## src/rtl/gpio_ctrl_apb_master_if.sv

```systemverilog
// Bundle between the command/response client, the APB initiator and the GPIO APB target.
// "master" is the initiator's view (command sink, APB driver); "slave" is the environment's view.
interface gpio_ctrl_apb_master_if #(
  parameter int ADDR_WIDTH = 10
);
  logic                  cmd_valid;
  logic                  cmd_ready;
  logic [ADDR_WIDTH-1:0] cmd_addr;
  logic                  cmd_write;
  logic [31:0]           cmd_wdata;
  logic [3:0]            cmd_strb;

  logic                  rsp_valid;
  logic                  rsp_ready;
  logic [31:0]           rsp_rdata;
  logic                  rsp_slverr;
  logic                  rsp_timeout;

  logic [ADDR_WIDTH-1:0] paddr;
  logic                  pwrite;
  logic                  psel;
  logic                  penable;
  logic [3:0]            pstrb;
  logic [31:0]           pwdata;
  logic [31:0]           prdata;
  logic                  pready;
  logic                  pslverr;

  modport master (
    input  cmd_valid, cmd_addr, cmd_write, cmd_wdata, cmd_strb,
    output cmd_ready,
    output rsp_valid, rsp_rdata, rsp_slverr, rsp_timeout,
    input  rsp_ready,
    output paddr, pwrite, psel, penable, pstrb, pwdata,
    input  prdata, pready, pslverr
  );

  modport slave (
    output cmd_valid, cmd_addr, cmd_write, cmd_wdata, cmd_strb,
    input  cmd_ready,
    input  rsp_valid, rsp_rdata, rsp_slverr, rsp_timeout,
    output rsp_ready,
    input  paddr, pwrite, psel, penable, pstrb, pwdata,
    output prdata, pready, pslverr
  );
endinterface

```

## src/rtl/gpio_ctrl_apb_master.sv

```systemverilog
// Single-outstanding APB4 initiator turning a command/response handshake into APB transfers.
// Optional ACCESS-phase watchdog enabled by defining GPIO_CTRL_APB_TIMEOUT_EN.
module gpio_ctrl_apb_master #(
  parameter int ADDR_WIDTH     = 10,
  parameter int TIMEOUT_CYCLES = 256
) (
  input  logic                   clk,
  input  logic                   rst_n,
  gpio_ctrl_apb_master_if.master bus
);

  typedef enum logic [1:0] {
    IDLE   = 2'd0,
    SETUP  = 2'd1,
    ACCESS = 2'd2,
    RESP   = 2'd3
  } state_e;

  state_e state_q;
  state_e state_d;

  logic accept;
  logic done;
  logic timeout_hit;

  // cmd_ready depends only on state and reset, never on cmd_valid.
  assign bus.cmd_ready = (state_q == IDLE) && rst_n;
  assign accept        = bus.cmd_valid && bus.cmd_ready;
  assign done          = (state_q == ACCESS) && bus.pready;

  always_ff @(posedge clk) begin
    if (!rst_n) begin
      state_q <= IDLE;
    end else begin
      // NOTE: non-blocking assignment keeps every register update order-independent within the edge.
      state_q <= state_d;
    end
  end

  always_comb begin
    // NOTE: every output gets a default first so no path through the case infers a latch.
    state_d       = state_q;
    bus.psel      = 1'b0;
    bus.penable   = 1'b0;
    bus.rsp_valid = 1'b0;
    unique case (state_q)
      IDLE: begin
        if (accept) state_d = SETUP;
      end
      SETUP: begin
        bus.psel = 1'b1;
        state_d  = ACCESS;
      end
      ACCESS: begin
        bus.psel    = 1'b1;
        bus.penable = 1'b1;
        if (done || timeout_hit) state_d = RESP;
      end
      RESP: begin
        bus.rsp_valid = 1'b1;
        if (bus.rsp_ready) state_d = IDLE;
      end
      default: state_d = IDLE;
    endcase
  end

  // APB request fields load on accept and are left alone until the next accept.
  always_ff @(posedge clk) begin
    if (!rst_n) begin
      bus.paddr  <= '0;
      bus.pwrite <= 1'b0;
      bus.pwdata <= '0;
      bus.pstrb  <= '0;
    end else if (accept) begin
      bus.paddr  <= bus.cmd_addr;
      bus.pwrite <= bus.cmd_write;
      bus.pwdata <= bus.cmd_wdata;
      bus.pstrb  <= bus.cmd_write ? bus.cmd_strb : 4'h0;
    end
  end

  // Response capture; a normal completion always takes priority over the watchdog.
  always_ff @(posedge clk) begin
    if (!rst_n) begin
      bus.rsp_rdata  <= '0;
      bus.rsp_slverr <= 1'b0;
    end else if (done) begin
      bus.rsp_rdata  <= bus.pwrite ? 32'h0 : bus.prdata;
      bus.rsp_slverr <= bus.pslverr;
    end else if (timeout_hit) begin
      bus.rsp_rdata  <= 32'h0;
      bus.rsp_slverr <= 1'b1;
    end
  end

`ifdef GPIO_CTRL_APB_TIMEOUT_EN
  localparam int CNT_W = $clog2(TIMEOUT_CYCLES + 1);
  localparam logic [CNT_W-1:0] CNT_LAST = CNT_W'(TIMEOUT_CYCLES - 1);

  logic [CNT_W-1:0] wait_cnt;
  logic             timeout_q;

  // Fires on the wait cycle that brings the count to TIMEOUT_CYCLES.
  assign timeout_hit     = (state_q == ACCESS) && !bus.pready && (wait_cnt == CNT_LAST);
  assign bus.rsp_timeout = timeout_q;

  always_ff @(posedge clk) begin
    if (!rst_n) begin
      wait_cnt <= '0;
    end else if (state_q == SETUP) begin
      wait_cnt <= '0;
    end else if ((state_q == ACCESS) && !bus.pready) begin
      wait_cnt <= wait_cnt + 1'b1;
    end
  end

  always_ff @(posedge clk) begin
    if (!rst_n) begin
      timeout_q <= 1'b0;
    end else if (done) begin
      timeout_q <= 1'b0;
    end else if (timeout_hit) begin
      timeout_q <= 1'b1;
    end
  end
`else
  logic unused_timeout_cfg;

  assign timeout_hit        = 1'b0;
  assign bus.rsp_timeout    = 1'b0;
  assign unused_timeout_cfg = ^TIMEOUT_CYCLES;
`endif

endmodule

```

## src/flat_wrapper.sv

```systemverilog
// flat-port wrapper written by rule: the top's interface ports become plain ports
module gpio_ctrl_apb_master_flat 
#(
  parameter int ADDR_WIDTH     = 10,
  parameter int TIMEOUT_CYCLES = 256
)
  (clk, rst_n, bus_cmd_valid, bus_cmd_addr, bus_cmd_write, bus_cmd_wdata, bus_cmd_strb, bus_cmd_ready, bus_rsp_valid, bus_rsp_rdata, bus_rsp_slverr, bus_rsp_timeout, bus_rsp_ready, bus_paddr, bus_pwrite, bus_psel, bus_penable, bus_pstrb, bus_pwdata, bus_prdata, bus_pready, bus_pslverr);
  gpio_ctrl_apb_master_if #(.ADDR_WIDTH(ADDR_WIDTH)) bus_i ();
  input  logic clk;
  input  logic rst_n;
  input wire logic [$bits(bus_i.cmd_valid)-1:0] bus_cmd_valid;
  input wire logic [$bits(bus_i.cmd_addr)-1:0] bus_cmd_addr;
  input wire logic [$bits(bus_i.cmd_write)-1:0] bus_cmd_write;
  input wire logic [$bits(bus_i.cmd_wdata)-1:0] bus_cmd_wdata;
  input wire logic [$bits(bus_i.cmd_strb)-1:0] bus_cmd_strb;
  output wire logic [$bits(bus_i.cmd_ready)-1:0] bus_cmd_ready;
  output wire logic [$bits(bus_i.rsp_valid)-1:0] bus_rsp_valid;
  output wire logic [$bits(bus_i.rsp_rdata)-1:0] bus_rsp_rdata;
  output wire logic [$bits(bus_i.rsp_slverr)-1:0] bus_rsp_slverr;
  output wire logic [$bits(bus_i.rsp_timeout)-1:0] bus_rsp_timeout;
  input wire logic [$bits(bus_i.rsp_ready)-1:0] bus_rsp_ready;
  output wire logic [$bits(bus_i.paddr)-1:0] bus_paddr;
  output wire logic [$bits(bus_i.pwrite)-1:0] bus_pwrite;
  output wire logic [$bits(bus_i.psel)-1:0] bus_psel;
  output wire logic [$bits(bus_i.penable)-1:0] bus_penable;
  output wire logic [$bits(bus_i.pstrb)-1:0] bus_pstrb;
  output wire logic [$bits(bus_i.pwdata)-1:0] bus_pwdata;
  input wire logic [$bits(bus_i.prdata)-1:0] bus_prdata;
  input wire logic [$bits(bus_i.pready)-1:0] bus_pready;
  input wire logic [$bits(bus_i.pslverr)-1:0] bus_pslverr;
  assign bus_i.cmd_valid = bus_cmd_valid;
  assign bus_i.cmd_addr = bus_cmd_addr;
  assign bus_i.cmd_write = bus_cmd_write;
  assign bus_i.cmd_wdata = bus_cmd_wdata;
  assign bus_i.cmd_strb = bus_cmd_strb;
  assign bus_cmd_ready = bus_i.cmd_ready;
  assign bus_rsp_valid = bus_i.rsp_valid;
  assign bus_rsp_rdata = bus_i.rsp_rdata;
  assign bus_rsp_slverr = bus_i.rsp_slverr;
  assign bus_rsp_timeout = bus_i.rsp_timeout;
  assign bus_i.rsp_ready = bus_rsp_ready;
  assign bus_paddr = bus_i.paddr;
  assign bus_pwrite = bus_i.pwrite;
  assign bus_psel = bus_i.psel;
  assign bus_penable = bus_i.penable;
  assign bus_pstrb = bus_i.pstrb;
  assign bus_pwdata = bus_i.pwdata;
  assign bus_i.prdata = bus_prdata;
  assign bus_i.pready = bus_pready;
  assign bus_i.pslverr = bus_pslverr;
  gpio_ctrl_apb_master #(.ADDR_WIDTH(ADDR_WIDTH), .TIMEOUT_CYCLES(TIMEOUT_CYCLES)) u_core (.clk(clk), .rst_n(rst_n), .bus(bus_i));
endmodule
```

## config.mk

```make
export PLATFORM = sky130hd
export DESIGN_NAME = gpio_ctrl_apb_master_flat
export DESIGN_NICKNAME = d
export VERILOG_FILES = /design/src/rtl/gpio_ctrl_apb_master_if.sv /design/src/rtl/gpio_ctrl_apb_master.sv /design/src/flat_wrapper.sv
export SDC_FILE = /design/constraint.sdc
export NUM_CORES = 1
export LEC_CHECK = 0
export ABC_AREA = 0
export CAP_MARGIN = 20
export CORE_UTILIZATION = 35
export DETAILED_ROUTE_END_ITERATION = 6
export PLACE_DENSITY = 0.76
export SLEW_MARGIN = 40
export SYNTH_ARGS = -nofsm -noshare
export SYNTH_HDL_FRONTEND = slang
export SYNTH_SLANG_ARGS = --single-unit
export TNS_END_PERCENT = 100
```

## constraint.sdc

```tcl
create_clock -name clk -period 1.5 [get_ports clk]
set_input_delay 0.3 -clock clk [delete_from_list [all_inputs] [get_ports clk]]
set_output_delay 0.3 -clock clk [all_outputs]
set_load 0.1 [all_outputs]
```

# Word level (Yosys, flattened, before mapping)
# Index checks and enable logic that the tools add are counted.
# Widths: inputs -> output; s select.
[totals]
out_inout_bits = 85
reg_bits = 82
[classes]
n_reduce_logical = 6
mux = 9
eq_ne = 6
[op_table]
columns = ["cell", "count"]
rows = [
  ["$mux 32", 1],
  ["$pmux 2 s4", 1],
  ["$mux 2", 3],
  ["$eq 2x2->1 const B", 2],
  ["$mux 4", 1],
  ["$ne 2x1->1 const B", 2],
  ["$logic_and 1x1->1", 3],
  ["$mux 1", 3],
  ["$reduce_and 3->1", 1],
  ["$eq 2x1->1 const B", 1],
  ["$logic_not 2->1", 1],
  ["$ne 2x2->1 const B", 1],
  ["$reduce_or 2->1", 1],
]

# Depth between registers and ports, before layout
# Gate-level depths: netlist (run 1).
[depth]
word_depth = 5
mapped_depth = 7
mapped_depth_nobuf = 5

# Worst setup path after synthesis (run 1)
# No wires, ideal clock.
[synth_timing]
kind = "flip-flop to flip-flop"
start = "register u_core.state_q[0]"
end = "register u_core.bus.rsp_rdata[10]"
setup_time_ns = 0.076
path_slack_ns = -0.616
stages_incl_launch_ff = 7
period_less_slack_ns = 2.116
arrival_time_ns = 2.040
path_cell_list = "dfxtp_1 > inv_1 > ha_1 > buf_2 > clkbuf_1 > nand4b_1 > a21boi_0"
[synth_via]
elab_chain_cells = 2
[synth_rtl]
columns = ["element", "line", "text"]
rows = [
  ["start: declaration", "gpio_ctrl_apb_master.sv:19", "state_e state_q;"],
  ["start signal: assignment", "gpio_ctrl_apb_master.sv:36", "state_q <= state_d;"],
  ["$eq 2x2->1", "gpio_ctrl_apb_master.sv:29", "assign done = (state_q == ACCESS) && bus.pready;"],
  ["$logic_and 1x1->1", "gpio_ctrl_apb_master.sv:29", ""],
  ["end signal: assignment", "gpio_ctrl_apb_master.sv:88", "bus.rsp_rdata <= bus.pwrite ? 32'h0 : bus.prdata;"],
  ["end: declaration", "gpio_ctrl_apb_master_if.sv:32", "output rsp_valid, rsp_rdata, rsp_slverr, rsp_timeout,"],
]
# No other way between the ends.
# A chain may end at the register's enable or synchronous reset.

# Worst setup path in the final report (run 1)
[layout_timing]
start = "register u_core.state_q[1]"
end = "output port bus_penable"
[layout_via]
elab_chain_cells = 2
[layout_rtl]
columns = ["element", "line", "text"]
rows = [
  ["$eq 2x2->1", "gpio_ctrl_apb_master.sv:46", "unique case (state_q)"],
  ["$mux 1", "gpio_ctrl_apb_master.sv:46", ""],
  ["end: declaration", "flat_wrapper.sv:25", "output wire logic [$bits(bus_i.penable)-1:0] bus_penable;"],
]
# No other way between the ends.

==> results by group, run 1 <==
Placed design
  • Placement Cell Area: 5920 µm²
  • Hpwl dp: 7080 µm
  • GP Congestion: 0.763
  • DP Cell Count: 637
  • Input/output buffers: ~170

Synthesis
  • Seq/Total Area, Yosys: 0.514
  • YS warnings: 0
  • Average size of a mapped cell: 8.47 µm²
  • Area leader, netlist: dfxtp_1
  • Top cells by area, synth: dfxtp_1 51%, nand2_1 15%, a21boi_0 8.9%, nand4b_1 8.8%, nand3_1 7.5%
  • Flops & latches, synth: 82
  • Mapped Area: 3190 µm²
  • Yosys top cell area share: 0.514
  • Syn_nets: 466
  • Syn Inst Count: 377
  • Synth unique cells: 18

Global route
  • Global Route Usage Sum: 0.202
  • Vias in the first global route: around 3200
  • Global-route wire length before repair: 15600 µm
  • Largest net degree at the start of global routing: 48
  • Remaining global-route overflow: 0
  • Initial antenna violation count: 0

Worst setup path
  • Worst setup EP type: primary output
  • WS Path Type: reg -> out
  • Crit path max fanout: 6
  • Crit path required time: 1200 ps
  • WP data arrival: 1200 ps
  • Critical Path Source Type: register

Clock network
  • Worst skew pair latency: 330 ps
  • Clock Pin Slew Worst Setup and Hold Paths: 90 ps
  • Max Root-Sink Buffers: 2
  • H-tree levels: 3
  • Clk sink count: 82
  • Clk root buf: clkbuf_8
  • CTS tree: built
  • CTS hold repair buffers: 0
  • CTS buffer count: 9

Die
  • Initial Util: 0.364
  • Die W: just under 100 µm
  • Die area: 9510 µm²
  • Row count: 34
  • Core area: 8760 µm²
  • I/O Pins: 170
  • Die Height: 97.5 µm

Pwr
  • Combinational Power Share: 0.577
  • Switching part of the total power: 0.471
  • Peak supply drop: 1.02 mV
  • Leak Pwr: 0.00249 µW
  • Pwr Density: 1740 nW/µm²
  • Total power: 10700 µW
  • Sequential share of power: 0.276
  • Internal cell power: 5680 µW
  • Switch Pwr: ~5100 µW
  • Clock share of power: 0.147

Timing
  • Hold Fails Final Rpt: 0
  • Min Hold Slack: 474 ps
  • Final setup fails: 1
  • Setup ws final: -1.09 ps
  • Final Max Slew Viols: 0
  • Fin crit period: 1500 ps
  • Fin Clk Skew: 12.5 ps
  • Final Cycle Share: 1.00
  • RSZ-0062 raised after global routing: yes
  • Max frequency: approximately 670 MHz

Routing
  • Drt pass-1 iters: 4
  • Vias per cell: between 4 and 5
  • Post-route ant nets: 0
  • Drt wl/cell: 14.7 µm
  • Drc violations: 0
  • Drt total wl: approximately 9600 µm
  • Vias after detailed routing: 3215
  • DRT iter0 DRCs: 155

Final layout
  • Ant. Diodes: 0
  • Most common cell after layout, fill and taps aside: nand2_1
  • Post-route cell area: 6190 µm²
  • Nets: between 600 and 700
  • Most frequent cells in the layout: 127 x nand2_1, 89 x buf_12, 83 x clkdlybuf4s50_1, 79 x dfxtp_1, 47 x nand3_1
  • Area Growth Syn to Fin: 93.9%
  • Filler instances: 645
  • Finished Layout Cells: about 660
  • Fin util: 0.706
  • Layout cells sized above 1: 0.242

Flow run
  • Maxcap violations: 0

Run status
  • Status: complete, but fails checks
  • Failing checks: setup timing

Hold path
  • Hold Crit Class: in -> reg
Yosys cell counts:
library cell  instances
inv_1                 4
buf_1                 3
buf_2                10
a21boi_0             38
inv_2                 1
clkbuf_1             19
nand2_1             127
nand4b_1             32
buf_4                 2
nand3_1              48
conb_1                1
and3_1                1
a222oi_1              1
dfxtp_1              82
ha_1                  4
mux2i_1               2
and2_1                1
o21ai_0               1
timing repair:
item | CTS | global route
endpoints found under the setup margin | 5 | 6
buffers inserted | 4 | 1
pin swaps | 1 | 3
gates resized for setup | 7 | 3
layout make-up:
type | count | area [µm²] | share of cell area
Tap cell | 108 | 135 | 0.0218
Clock buffer | 11 | 141 | 0.0228
Clock inverter | 4 | 51.3 | 0.00829
Inverter | 5 | 23.8 | 0.00384
Timing Repair Buffer | 191 | 2760 | 0.446
Multi-Input combinational cell | 256 | 1430 | 0.231
Sequential cell | 82 | 1650 | 0.266
sequential cells by signal, indices dropped and copies added, names as in the netlist:
signal / flops
u_core.bus.rsp_rdata: 32
u_core.bus.paddr: 10
u_core.bus.pstrb: 4
u_core.bus.rsp_slverr: 1
u_core.bus.pwrite: 1
u_core.state_q: 2
u_core.bus.pwdata: 32
stage by stage:
| step | worst slack [ps] | TNS (ps) |
|---|---|---|
| floorplan | -62.6 | -120 |
| global placement | -64.9 | -407 |
| detailed placement | -168 | -2430 |
| CTS | -25.3 | -49.1 |
| global route | -54.3 | -224 |
| finish | -1.09 | -1.09 |
critical path, stage by stage, from the launching register on:
cell and delay, ps:
dfxtp_4 380, buf_6 120, ha_4 190, buf_12 180
per-layer routing:
metal  track usage  part of all wire
met1         0.239              0.40
met2         0.344              0.50
met3        0.0590             0.079
met4        0.0792             0.017
met5             0                 0
cells by family after synthesis:
family          Yosys count  synth area share
fa+ha+maj                 4            0.0157
other cells               1           0.00117
compound gates           40            0.0941
buf+inv                  39            0.0521
mux                       2           0.00627
simple gates            209             0.316
flops                    82             0.514
power by group through the flow:
stage                     logic [µW]  registers [µW]  clock network, µW
final                           6200            2960               1580
after global placement          5950            2980                  0
after CTS                       6170            2950               1640
after global routing            6420            3000               1730
after detailed placement        6020            3000                  0
after floorplan                 1330            5250                  0
worst paths after layout:
path	from	endpoint	slack, ps	cells past startpoint
max	u_core.state_q[1]	bus_penable	-1	3
min	rst_n	u_core.state_q[0]	470	4
max reg2reg	u_core.state_q[1]	u_core.state_q[1]	10	5
min reg2reg	u_core.bus.pwdata[12]	u_core.bus.pwdata[12]	490	2
No activity file was read; power rests on OpenSTA's default activity.
==> run 2, diff against run 1 <==
--- a/config.mk
+++ b/config.mk
@@ -10,6 +10,7 @@
 export CORE_UTILIZATION = 35
 export DETAILED_ROUTE_END_ITERATION = 6
 export PLACE_DENSITY = 0.76
+export SKIP_CTS_REPAIR_TIMING = 1
 export SLEW_MARGIN = 40
 export SYNTH_ARGS = -nofsm -noshare
 export SYNTH_HDL_FRONTEND = slang
==> run 2 against run 1 <==
Net effect:
- the flow still finishes with violations (setup timing)
- largest cell class unchanged
- die area is the same
- maximum frequency shrank 2.8%
- power shrank 0.84%
- routed wire length shrank 0.90%
- cell count shrank 0.46%
- combinational power shrank 2%
- via count shrank 0.56%
==> results by group, run 2 (same netlist as run 1, synthesis figures left out) <==
Global route
  • Remaining global-route overflow: 0 (unchanged)
  • Largest net degree at the start of global routing: 48 (unchanged)
  • Initial antenna violation count: 0 (unchanged)
  • Global-route wire length before repair: 15400 µm (-1.5%)
  • Global Route Usage Sum: 0.199 (-0.00348)
  • Vias in the first global route: 3158 (-1.4%)

Worst setup path
  • FF-to-FF path depth: 6 (+1)
  • Crit path max fanout: 4 (-2)
  • Critical Path Source Type: register
  • Crit path required time: 1200 ps (about the same)
  • Reg-to-Reg Start: u_core.state_q[1]
  • Worst setup EP type: primary output
  • Crit path to: bus_cmd_ready
  • WS Path Type: reg -> out
  • Max incr delay on CP: 380 ps (about the same)
  • Critical Path Start: u_core.state_q[1]
  • R2R Setup Slk: -30 ps (-40 ps)
  • Crit-path cells: inv_4 -> ha_4 -> and2_4 -> buf_12
  • WP data arrival: 1240 ps (+40 ps)
  • Slowest-stage cell, CP: dfxtp_4
  • R2r endpoint: u_core.state_q[1]

Clock network
  • CTS buffer count: 9 (unchanged)
  • Clk root buf: clkbuf_8
  • Clk sink count: 82 (unchanged)
  • Worst skew pair latency: 330 ps (about the same)
  • CTS tree: built
  • Max Root-Sink Buffers: 2 (unchanged)
  • H-tree levels: 3 (unchanged)
  • Clock Pin Slew Worst Setup and Hold Paths: 90 ps (about the same)

Routing
  • Drt pass-1 iters: 4 (unchanged)
  • Vias per cell: 4.89 (-0.10%)
  • Vias after detailed routing: 3197 (-0.56%)
  • Drc violations: 0 (unchanged)
  • Post-route ant nets: 0 (unchanged)
  • DRT iter0 DRCs: 179 (+15%)
  • Drt wl/cell: 14.6 µm (-0.45%)
  • Drt total wl: 9560 µm (-0.90%)

Run status
  • Failing checks: setup timing
  • Status: complete, but fails checks

Timing
  • Fin Clk Skew: 10.6 ps (-1.89 ps)
  • Min Hold Slack: 473 ps (-0.641 ps)
  • RSZ-0062 raised after global routing: yes
  • Final setup TNS: -116 ps (-115 ps)
  • Final Cycle Share: 1.03 (+0.0287)
  • Final setup fails: 4 (+3)
  • Setup ws final: -44.1 ps (-43.0 ps)
  • Final Max Slew Viols: 0 (unchanged)
  • Fin crit period: 1540 ps (+43.0 ps)
  • Max frequency: 648 MHz (-2.8%)
  • Hold Fails Final Rpt: 0 (unchanged)

Die
  • Row count: 34 (unchanged)
  • Die Height: 97.5 µm (unchanged)
  • Core area: 8760 µm² (unchanged)
  • Die area: 9510 µm² (unchanged)
  • Initial Util: 0.364 (unchanged)
  • Die W: 97.5 µm (unchanged)
  • I/O Pins: 170 (unchanged)

Flow run
  • Maxcap violations: 0 (unchanged)

Placed design
  • GP Congestion: 0.763 (unchanged)
  • Input/output buffers: 168 (unchanged)
  • Hpwl dp: 7080 µm (unchanged)
  • Worst slack at placement: -168 ps (unchanged)

Final layout
  • Fin util: 0.702 (-0.00428)
  • Layout cells sized above 1: 0.238 (-0.00416)
  • Nets: 631 (-0.47%)
  • Ant. Diodes: 0 (unchanged)
  • Most common cell after layout, fill and taps aside: nand2_1
  • Area Growth Syn to Fin: 92.7%
  • Most frequent cells in the layout: 127 x nand2_1, 89 x buf_12, 83 x clkdlybuf4s50_1, 79 x dfxtp_1, 47 x nand3_1
  • Biggest regs: u_core.bus.pwdata (32), u_core.bus.rsp_rdata (32), u_core.bus.paddr (10)

Hold path
  • Hold Crit Class: in -> reg

Pwr
  • Leak Pwr: 0.00248 µW (-0.67%)
  • Pwr Density: 1730 nW/µm² (-0.24%)
  • Peak supply drop: 1.03 mV (+0.14%)
run 2: cell type report:
| type | instances | area, µm² |
|---|---|---|
| clock buffers | 11 | 141 |
| clock inverters | 4 | 51.3 |
| fillers | 644 | 2610 |
| inverters | 5 | 23.8 |
| multi-input cells | 256 | 1420 |
| flip-flops and latches | 82 | 1650 |
| well taps | 108 | 135 |
| repair buffers | 188 | 2730 |
run 2: worst min path at each step:
| stage | cells past startpoint | slack [ps] | start | endpoint |
|---|---|---|---|---|
| after floorplan | 2 | 400 | bus_cmd_addr[0] | u_core.bus.paddr[0] |
| after global placement | 2 | 460 | u_core.state_q[0] | u_core.state_q[0] |
| after detailed placement | 2 | 480 | u_core.state_q[0] | u_core.state_q[0] |
| after CTS | 4 | 450 | rst_n | u_core.state_q[0] |
| after global routing | 4 | 470 | rst_n | u_core.bus.paddr[3] |
| final | 4 | 470 | rst_n | u_core.state_q[0] |
run 2: through the flow:
| stage | cell area (µm²) | std cells | total power [µW] |
|---|---|---|---|
| 2_1_floorplan | 3220 | 377 | 6580 |
| 3_3_place_gp | 5920 | 637 | 8930 |
| 5_1_grt | 6150 | 654 | 11000 |
| 3_5_place_dp | 5920 | 637 | 9020 |
| 4_1_cts | 6110 | 652 | 10600 |
| 6_report | 6150 | 654 | 10600 |
run 2: worst max-delay path: cells and delay by family (launching register included):
family / cells / cell delay (ps)
flops: 1 / 380
buf+inv: 2 / 240
simple gates: 1 / 150
fa+ha+maj: 1 / 140
run 2: report_power, final:
| group | internal, µW | switching (µW) |
|---|---|---|
| registers | 2570 | 411 |
| logic | 2240 | 3850 |
| clock network | 811 | 766 |
run 2: per-layer routing:
metal / vias to the layer above / part of all wire / global-route usage
met1: 1477 / 0.40 / 0.237
met2: 125 / 0.51 / 0.337
met5: - / 0 / 0
met3: 10 / 0.080 / 0.0590
li1: 1585 / - / -
met4: 0 / 0.013 / 0.0724
==> run 3, diff against run 2 <==
--- a/config.mk
+++ b/config.mk
@@ -5,10 +5,10 @@
 export SDC_FILE = /design/constraint.sdc
 export NUM_CORES = 1
 export LEC_CHECK = 0
-export ABC_AREA = 0
 export CAP_MARGIN = 20
 export CORE_UTILIZATION = 35
 export DETAILED_ROUTE_END_ITERATION = 6
+export GPL_TIMING_DRIVEN = 0
 export PLACE_DENSITY = 0.76
 export SKIP_CTS_REPAIR_TIMING = 1
 export SLEW_MARGIN = 40
==> run 3 against run 2 <==
Net effect:
- non-clock buffer count rose by 17
- the flow still finishes with violations (setup timing)
- flip-flop and latch count unchanged
- first-iteration DRC count is 37% lower
- power down 14%
- critical path type unchanged
- core utilization is 14 points lower
- final area fell by 20%
- via count is 1.1% higher
- sequential power down 6.7%
==> results by group, run 3 (same netlist as run 1, synthesis figures left out) <==
Worst setup path
  • Worst setup EP type: primary output
  • Critical Path Source Type: register
  • R2R Setup Slk: 0 ps (+30 ps)
  • Largest delay share family, worst path: flip-flops
  • Crit path max fanout: 4 (unchanged)
  • WS Path Type: reg -> out
  • Crit path required time: 1200 ps (about the same)
  • Max incr delay on CP: 390 ps (about the same)
  • Slowest-stage cell, CP: dfxtp_4
  • Crit-path cells: inv_4 -> ha_4 -> and2_4 -> buf_12
  • Buffer and inverter count on the worst path: 2 (unchanged)
  • WP data arrival: 1230 ps (about the same)

Clock network
  • H-tree levels: 3 (unchanged)
  • Clk sink count: 82 (unchanged)
  • CTS tree: built
  • CTS buffer count: 9 (unchanged)
  • Max Root-Sink Buffers: 2 (unchanged)
  • Clock Pin Slew Worst Setup and Hold Paths: 80 ps (about the same)
  • Clk root buf: clkbuf_8
  • Worst skew pair latency: 330 ps (about the same)

Hold path
  • Hold Crit Class: in -> reg

Die
  • I/O Pins: 170 (unchanged)
  • Row count: 34 (unchanged)
  • Initial Util: 0.364 (unchanged)
  • Die W: 97.5 µm (unchanged)
  • Core area: 8760 µm² (unchanged)
  • Die area: 9510 µm² (unchanged)
  • Die Height: 97.5 µm (unchanged)

Final layout
  • Fin util: 0.563 (-0.139)
  • Most common cell after layout, fill and taps aside: nand2_1
  • Layout cells sized above 1: 0.234 (-0.00405)
  • Area Growth Syn to Fin: 54.4%
  • Biggest regs: u_core.bus.pwdata (32), u_core.bus.rsp_rdata (32), u_core.bus.paddr (10)
  • Most frequent cells in the layout: 127 x nand2_1, 82 x buf_2, 82 x clkdlybuf4s50_1, 79 x dfxtp_1, 48 x nand3_1
  • Nets: 648 (+2.7%)
  • Ant. Diodes: 0 (unchanged)
  • Post-route cell area: 4930 µm² (-20%)

Routing
  • DRT iter0 DRCs: 112 (-37%)
  • Vias per cell: 4.81 (-1.6%)
  • Drt wl/cell: 13.5 µm (-7.7%)
  • Drt total wl: 9070 µm (-5.1%)
  • Post-route ant nets: 0 (unchanged)
  • Vias after detailed routing: 3233 (+1.1%)
  • Drt pass-1 iters: 4 (unchanged)
  • Drc violations: 0 (unchanged)

Timing
  • RSZ-0062 raised after global routing: yes
  • Fin crit period: 1530 ps (-14.6 ps)
  • Max frequency: 654 MHz (+0.95%)
  • Final Cycle Share: 1.02 (-0.00970)
  • Fin Clk Skew: 10.3 ps (-0.267 ps)
  • Worst-margin pin slew: 505 ps
  • Hold Fails Final Rpt: 0 (unchanged)
  • Slew HR: 0.663
  • Final Max Slew Viols: 0 (unchanged)
  • Final setup fails: 3 (-1)
  • Setup ws final: -29.6 ps (+14.6 ps)

Pwr
  • Peak supply drop: 0.880 mV (-14%)
  • Pwr Density: 1850 nW/µm² (+7.1%)
  • Total power: 9140 µW (-14%)
  • Leak Pwr: 0.00223 µW (-10%)

Global route
  • Global-route wire length before repair: 14800 µm (-4.1%)
  • Vias in the first global route: 3109 (-1.6%)
  • Global Route Usage Sum: 0.189 (-0.00975)
  • Met2 usage: 0.306 (-0.0312)
  • Initial antenna violation count: 0 (unchanged)
  • GR Util met3: 0.0547 (-0.00432)
  • Remaining global-route overflow: 0 (unchanged)
  • GR peak layer: met2
  • Met1 usage: 0.237 (-0.000342)
  • Largest net degree at the start of global routing: 14 (-71%)

Placed design
  • GP Congestion: 0.716 (-6.2%)
  • Placement Cell Area: 4610 µm² (-22%)
  • Worst slack at placement: -723 ps (-555 ps)
  • Input/output buffers: 167 (-0.60%)
  • Hpwl dp: 6790 µm (-4.1%)

Run status
  • Failing checks: setup timing
  • Status: complete, but fails checks

Flow run
  • Maxcap violations: 0 (unchanged)
==> run 3: cell count changes in the layout (fill, tap and decap cells not counted), sizes merged <==
cell / before / now
buf: 105 / 92
bufinv: 1 / 0
clkbuf: 11 / 42
clkdlybuf4s50: 83 / 82
clkinvlp: 1 / 3
dlymetal6s2s: 0 / 1
inv: 6 / 5
==> run 3: per-stage QoR <==
step / TNS [ps] / hold slack [ps] / instances
after floorplan: -120 / 399 / 377
after global placement: -41880 / 441 / 652
after detailed placement: -21160 / 444 / 652
after CTS: -7330 / 319 / 668
after global routing: -583 / 324 / 672
final: -63.7 / 340 / 672
==> run 3: worst paths after layout <==
check                         from                  endpoint  cells past startpoint
max              u_core.state_q[1]             bus_cmd_ready                      4
min                     bus_pready  u_core.bus.rsp_rdata[30]                      3
max reg2reg      u_core.state_q[0]         u_core.state_q[1]                      5
min reg2reg  u_core.bus.pwdata[29]     u_core.bus.pwdata[29]                      2
==> run 3: power by group <==
part | total, µW | leakage, µW | internal (µW) | switching [µW]
clock | 1390 | 0.0000786 | 645 | 745
combinational | 4970 | 0.00148 | 1150 | 3820
sequential | 2780 | 0.000671 | 2560 | 213
total | 9140 | 0.00223 | 4360 | 4780
==> run 3: layer usage <==
layer / routed length, µm / vias to the layer above / part of all wire
met2: 4230 / 118 / 0.47
met3: 672 / 13 / 0.074
met1: 4010 / 1475 / 0.44
met4: 159 / 0 / 0.018
met5: 0 / - / 0
li1: - / 1627 / -
==> run 3: tightest hold or removal path: stages <==
cell,delay [ps]
buf_4,150
nand4b_1,100
a21boi_0,70
==> run 3: final cells by class <==
cell class / count / area [µm²]
fillers: 857 / 3830
flip-flops and latches: 82 / 1650
multi-input cells: 256 / 1410
repair buffers: 171 / 1330
plain buffers: 34 / 198
clock buffers: 12 / 145
well taps: 108 / 135
clock inverters: 4 / 27.5
inverters: 5 / 26.3
